[config.mk]
export PLATFORM = sky130hd
export DESIGN_NAME = ex_muldiv_unit
export DESIGN_NICKNAME = d
export VERILOG_FILES = /design/src/rtl/ex_muldiv_unit.sv
export SDC_FILE = /design/constraint.sdc
export NUM_CORES = 1
export LEC_CHECK = 0
export CORE_MARGIN = 1.5
export CORE_UTILIZATION = 30
export DETAILED_ROUTE_END_ITERATION = 16
export GPL_TIMING_DRIVEN = 0
export PLACE_DENSITY = 0.56
export RECOVER_POWER = 100
export SKIP_CTS_REPAIR_TIMING = 1
export SLEW_MARGIN = 20
export SYNTH_ARGS = -nofsm -noshare
export SYNTH_HDL_FRONTEND = slang
export SYNTH_SLANG_ARGS = --single-unit
[constraint.sdc]
create_clock -name Clock -period 5.2 [get_ports Clock]
set_input_delay 0.78 -clock Clock [delete_from_list [all_inputs] [get_ports Clock]]
set_output_delay 0.78 -clock Clock [all_outputs]
set_load 0.02 [all_outputs]
[src/rtl/ex_muldiv_unit.sv]
// Iterative 32-cycle multiply/divide unit with architectural HI/LO registers.
// Define MULDIV_DIV_EN to build the divide datapath (ops DIV/DIVU).
module ex_muldiv_unit #(
    parameter int word = 32
) (
    input  logic            Clock,
    input  logic            Reset_n,
    input  logic            EX_MD_start,
    input  logic [2:0]      EX_MD_op,
    input  logic [word-1:0] EX_MD_a,
    input  logic [word-1:0] EX_MD_b,
    input  logic            EX_MD_flush,
    output logic            MD_busy,
    output logic            MD_done,
    output logic [word-1:0] MD_result,
    output logic [word-1:0] HI,
    output logic [word-1:0] LO
);

    typedef enum logic [1:0] {
        S_IDLE = 2'd0,
        S_RUN  = 2'd1,
        S_DONE = 2'd2
    } state_e;

    state_e            state_q, state_d;
    logic [4:0]        cnt_q, cnt_d;
    logic [2*word-1:0] acc_q, acc_d, step;
    logic [word-1:0]   mc_q, mc_d, hi_q, hi_d, lo_q, lo_d;
    logic              neg_q, neg_d;
    logic              sgn_op, a_neg, b_neg, is_mul, accept, start_ok;
    logic [word-1:0]   mag_a, mag_b;
    logic [word:0]     mul_sum;
    logic [2*word-1:0] mul_nxt, prod;
`ifdef MULDIV_DIV_EN
    logic              div_q, div_d, negr_q, negr_d, dz_q, dz_d;
    logic [word-1:0]   ar_q, ar_d, quo, rem;
    logic              is_div;
    logic [word:0]     rsh, diff;
    logic [2*word-1:0] div_nxt;
`endif

    assign sgn_op   = ~EX_MD_op[0];
    assign a_neg    = sgn_op & EX_MD_a[word-1];
    assign b_neg    = sgn_op & EX_MD_b[word-1];
    assign mag_a    = a_neg ? -EX_MD_a : EX_MD_a;
    assign mag_b    = b_neg ? -EX_MD_b : EX_MD_b;
    assign is_mul   = (EX_MD_op[2:1] == 2'b00);
    assign start_ok = (state_q == S_IDLE) && EX_MD_start && !EX_MD_flush;

    // acc holds {partial product, remaining multiplier bits}
    assign mul_sum = {1'b0, acc_q[2*word-1:word]}
                   + (acc_q[0] ? {1'b0, mc_q} : {(word+1){1'b0}});
    assign mul_nxt = {mul_sum, acc_q[word-1:1]};
    assign prod    = neg_q ? -mul_nxt : mul_nxt;

`ifdef MULDIV_DIV_EN
    // acc holds {remainder, dividend bits shifting into quotient}
    assign is_div  = (EX_MD_op[2:1] == 2'b01);
    assign accept  = is_mul | is_div;
    assign rsh     = {acc_q[2*word-1:word], acc_q[word-1]};
    assign diff    = rsh - {1'b0, mc_q};
    assign div_nxt = diff[word] ? {rsh[word-1:0], acc_q[word-2:0], 1'b0}
                                : {diff[word-1:0], acc_q[word-2:0], 1'b1};
    assign quo     = div_nxt[word-1:0];
    assign rem     = div_nxt[2*word-1:word];
    assign step    = div_q ? div_nxt : mul_nxt;
`else
    assign accept  = is_mul;
    assign step    = mul_nxt;
`endif

    always_comb begin
        state_d = state_q;
        cnt_d   = cnt_q;
        acc_d   = acc_q;
        mc_d    = mc_q;
        neg_d   = neg_q;
        hi_d    = hi_q;
        lo_d    = lo_q;
        MD_busy = 1'b0;
        MD_done = 1'b0;
`ifdef MULDIV_DIV_EN
        div_d   = div_q;
        negr_d  = negr_q;
        dz_d    = dz_q;
        ar_d    = ar_q;
`endif
        unique case (state_q)
            S_IDLE: begin
                if (start_ok && accept) begin
                    MD_busy = 1'b1;
                    state_d = S_RUN;
                    cnt_d   = 5'd0;
                    acc_d   = {{word{1'b0}}, mag_b};
                    mc_d    = mag_a;
                    neg_d   = a_neg ^ b_neg;
`ifdef MULDIV_DIV_EN
                    div_d   = is_div;
                    negr_d  = a_neg;
                    dz_d    = (EX_MD_b == '0);
                    ar_d    = EX_MD_a;
                    if (is_div) begin
                        acc_d = {{word{1'b0}}, mag_a};
                        mc_d  = mag_b;
                    end
`endif
                end else if (start_ok && EX_MD_op == 3'b100) begin
                    hi_d = EX_MD_a;
                end else if (start_ok && EX_MD_op == 3'b101) begin
                    lo_d = EX_MD_a;
                end
            end
            S_RUN: begin
                MD_busy = 1'b1;
                if (EX_MD_flush) begin
                    state_d = S_IDLE;
                end else begin
                    acc_d = step;
                    cnt_d = cnt_q + 5'd1;
                    if (cnt_q == 5'd31) begin
                        state_d = S_DONE;
                        hi_d    = prod[2*word-1:word];
                        lo_d    = prod[word-1:0];
`ifdef MULDIV_DIV_EN
                        if (div_q && dz_q) begin
                            hi_d = ar_q;
                            lo_d = '1;
                        end else if (div_q) begin
                            hi_d = negr_q ? -rem : rem;
                            lo_d = neg_q ? -quo : quo;
                        end
`endif
                    end
                end
            end
            S_DONE: begin
                MD_done = !EX_MD_flush;
                state_d = S_IDLE;
            end
            default: state_d = S_IDLE;
        endcase
    end

    always_ff @(posedge Clock or negedge Reset_n) begin
        if (!Reset_n) begin
            state_q <= S_IDLE;
            cnt_q   <= 5'd0;
            acc_q   <= '0;
            mc_q    <= '0;
            neg_q   <= 1'b0;
            hi_q    <= '0;
            lo_q    <= '0;
`ifdef MULDIV_DIV_EN
            div_q   <= 1'b0;
            negr_q  <= 1'b0;
            dz_q    <= 1'b0;
            ar_q    <= '0;
`endif
        end else begin
            state_q <= state_d;
            cnt_q   <= cnt_d;
            acc_q   <= acc_d;
            mc_q    <= mc_d;
            neg_q   <= neg_d;
            hi_q    <= hi_d;
            lo_q    <= lo_d;
`ifdef MULDIV_DIV_EN
            div_q   <= div_d;
            negr_q  <= negr_d;
            dz_q    <= dz_d;
            ar_q    <= ar_d;
`endif
        end
    end

    always_comb begin
        MD_result = '0;
        if (EX_MD_op == 3'b110) MD_result = hi_q;
        else if (EX_MD_op == 3'b111) MD_result = lo_q;
    end

    assign HI = hi_q;
    assign LO = lo_q;

endmodule
==> run_results.csv <==
group,metric,value,unit
critical_path,crit_cells,14,
run_status,status,"finished with violations",
die,die_h,203.6,um
timing,tightest_slew,3.203,ns
timing,max_slew_margin,-113.5,%
critical_path,worstReg2RegEnd,"HI[21]$_DFFE_PN0P_",
hold_path,hold_path.class,"reg -> reg",
die,placementRows,73,
die,start_util,30.40,%
place,dp.final_hpwl,37.04,mm
cts,htreeDepth,4,
synthesis,synth.distinct_cells,78,
hold_path,holdPathStages,2,
hold_path,min-delay-start,"mc_q[18]$_DFFE_PN0P_",
synthesis,synth_area,12080,sq um
detailed_routing,ant_nets,0,
detailed_routing,wire_per_inst,20.89,um
finish,drive_above_1_share,3.898,%
critical_path,rrSetupSlack,0.23,ns
critical_path,ff2ff_path_depth,14,
timing,drv_slew,60,
critical_path,critPathLaunchType,"flop",
cts,clock_path_buffers,2,
critical_path,worstPathCellList,"clkbuf_2 > and2_1 > ha_1 > fa_1 > a21o_1 > a311o_1 > a211oi_4 > xnor2_1 > or4_4 > or3_1 > nand3b_1 > o21ai_0 > xnor2_1 > o221ai_1",
finish,nets,1791,
global_route,grt_usage,21.99,%
cts,clkTransAtPathRegs,0.07,ns
timing,clock.fmax,201.2,MHz
place,io_buffers,168,
cts,clk_latency,0.44,ns
cts,cts_inserted_buffers,17,
synthesis,syn_area_per_cell,8.100,sq um
timing,fin_setup_tns,0,ns
synthesis,synth_enable_flop_cells,0,
timing,rsz0062_at_grt,"false",
global_route,grt_overflow,0,
critical_path,reg2reg_from,"acc_q[0]$_DFFE_PN0P_",
finish,diodes,0,
cts,cts-root-buf,"clkbuf_16",
die,chipWidth,203.6,um
critical_path,timing.critical_path.buf_inv,1,
global_route,grt_pass1_vias,11880,
cts,cts_tree,"done",
detailed_routing,drt_pass1_iterations,5,
die,core,39730,sq um
synthesis,ys_seq_area_share,34.81,%
critical_path,cp_data_arrival_time,5.26,ns
finish,n_fill_cell,4115,
die,ios,169,
timing,hold_violations,0,
timing,fin_crit,4.971,ns
synthesis,ys_ff_latch,168,
critical_path,critical_path_class,"reg -> reg",
critical_path,crit_fanout,10,
timing,whs,0.4732,ns
global_route,grt_start_max_net_pins,60,
job,cap_violations,2,
pwr,power_leakage,0.006240,uW
detailed_routing,drt_iter0_markers,810,
timing,fin_ws,0.2292,ns
pwr,finalPower,5200,uW
synthesis,synth_cells,1491,
critical_path,cp_common_cell,"xnor2_1",
global_route,grt_pass1_wl,69.62,mm
detailed_routing,wl,46.34,mm
die,die_area,41470,sq um
critical_path,cp_top_family,"simple AND/OR/NAND/NOR gates",
run_status,violations,"capacitance limit, slew limit",
place,routabilityCongestion,0.9064,
critical_path,slowest_stage,"or4_4",
hold_path,hold_end,"mc_q[18]$_DFFE_PN0P_",
timing,post-route-period-util,95.59,%
synthesis,synthArstFlopShare,100.0,%
synthesis,syn-num-nets,1600,
pwr,peakVddDrop,0.0001924,V
synthesis,synthFlopType,"dfrtp_1",
pwr,power_density,345.7,nW/um^2
timing,finalClockSkew,0.009337,ns
detailed_routing,vias_per_cell,5.476,
place,place_ws,-0.2315,ns
critical_path,worstPathRequired,5.49,ns
critical_path,critical-path-max-stage-delay,0.63,ns
timing,setup_viol,0,
critical_path,crit_path_end_kind,"flop",
global_route,antenna_found_initial,0,
finish,areaGrowthSynthToFinish,24.53,%
detailed_routing,drc,0,
detailed_routing,dr_total_vias,12150,
synthesis,yosysWarnings,0,
cts,cts.sinks,168,
==> registers in the layout (all words and copies together), names as in the netlist <==
| signal | cells |
|---|---|
| LO | 32 |
| neg_q | 1 |
| HI | 32 |
| acc_q | 64 |
| state_q | 2 |
| cnt_q | 5 |
| mc_q | 32 |
==> cell type report <==
type                    count  area [sq um]  area share (%)
plain buffers              92         356.6           2.371
clock buffers              22         484.2           3.220
clock inverters             8         72.57          0.4825
inverters                  23         86.33          0.5740
multi-input cells        1208          7456           49.58
flip-flops and latches    168          4204           27.95
well taps                 525         656.9           4.368
repair buffers            172          1723           11.46
==> worst min-delay path: stages, from the launching register on <==
cell and delay, ns:
dfrtp_1 0.34, nand2_1 0.04, o21ai_0 0.06
==> stage by stage <==
stage / cell area [sq um] / utilization (%) / instances
after floorplan: 12080 / - / 1491
after global placement: 14420 / 36.28 / 2184
after detailed placement: 14480 / 36.43 / 2186
after CTS: 15030 / 37.83 / 2216
after global routing: 15040 / 37.85 / 2218
final: 15040 / 37.85 / 2218
==> metal layers <==
layer	share of wire, %	vias up	track usage (%)	wire (um)
met2	49	408	38.05	22610
met5	0	-	0	0
met4	3.6	0	8.466	1675
met1	43	5909	27.90	19830
li1	-	5734	-	-
met3	4.8	95	2.573	2226
==> how the worst max path moves through the flow <==
stage | end | from
6_report | HI[21]$_DFFE_PN0P_ | acc_q[0]$_DFFE_PN0P_
5_1_grt | HI[30]$_DFFE_PN0P_ | acc_q[0]$_DFFE_PN0P_
4_1_cts | HI[28]$_DFFE_PN0P_ | acc_q[0]$_DFFE_PN0P_
3_5_place_dp | HI[28]$_DFFE_PN0P_ | acc_q[0]$_DFFE_PN0P_
3_3_place_gp | mc_q[9]$_DFFE_PN0P_ | Reset_n
2_1_floorplan | HI[28]$_DFFE_PN0P_ | acc_q[0]$_DFFE_PN0P_
==> power by group <==
group / switching, uW / leakage, uW / total (uW) / internal [uW]
sequential: 325 / 0.00214 / 1920 / 1590
clock: 539 / 0.000281 / 1240 / 702
combinational: 1220 / 0.00382 / 2040 / 822
total: 2080 / 0.00624 / 5200 / 3120
==> logic make-up after synthesis <==
family	count (synthesis)	synth area share, %
muxes	5	0.4248
buffers and inverters	115	3.657
adders and majority gates	38	3.999
DFF	168	34.81
and+or+nand+nor	543	21.30
AOI/OAI and AO/OA	491	26.31
xor gates and xnor gates	131	9.501
==> Yosys cell counts, types with 8 or more instances <==
cell | count | area share [%]
a211oi_1 | 11 | 0.68
a21o_1 | 16 | 0.99
a21oi_1 | 99 | 4.1
a22o_1 | 51 | 3.7
a31oi_1 | 10 | 0.52
and2_1 | 40 | 2.1
and3_1 | 8 | 0.41
clkbuf_1 | 84 | 2.6
dfrtp_1 | 168 | 35
ha_1 | 37 | 3.8
inv_1 | 23 | 0.71
nand2_1 | 206 | 6.4
nand2b_1 | 12 | 0.62
nand3_1 | 15 | 0.62
nand4_1 | 15 | 0.78
nor2_1 | 148 | 4.6
nor3_1 | 21 | 0.87
nor4_1 | 11 | 0.57
o21ai_0 | 169 | 7.0
o31ai_1 | 59 | 3.7
o41ai_1 | 12 | 0.87
or2_2 | 11 | 0.57
or3_1 | 24 | 1.2
or4_1 | 8 | 0.50
xnor2_1 | 83 | 6.0
xor2_1 | 48 | 3.5
==> cell usage in the layout (no fill, tap or decap), types with 37 or more instances in the layout <==
cell and count:
nand2_1 206, a22o_1 51, dfrtp_1 168, a21oi_1 99, clkbuf_1 86, o21ai_0 171
clkdlybuf4s50_1 65, xnor2_1 83, dlygate4sd3_1 102, xor2_1 47, nor2_1 148, o31ai_1 60
ha_1 37
(Power assumes the default switching activity.)
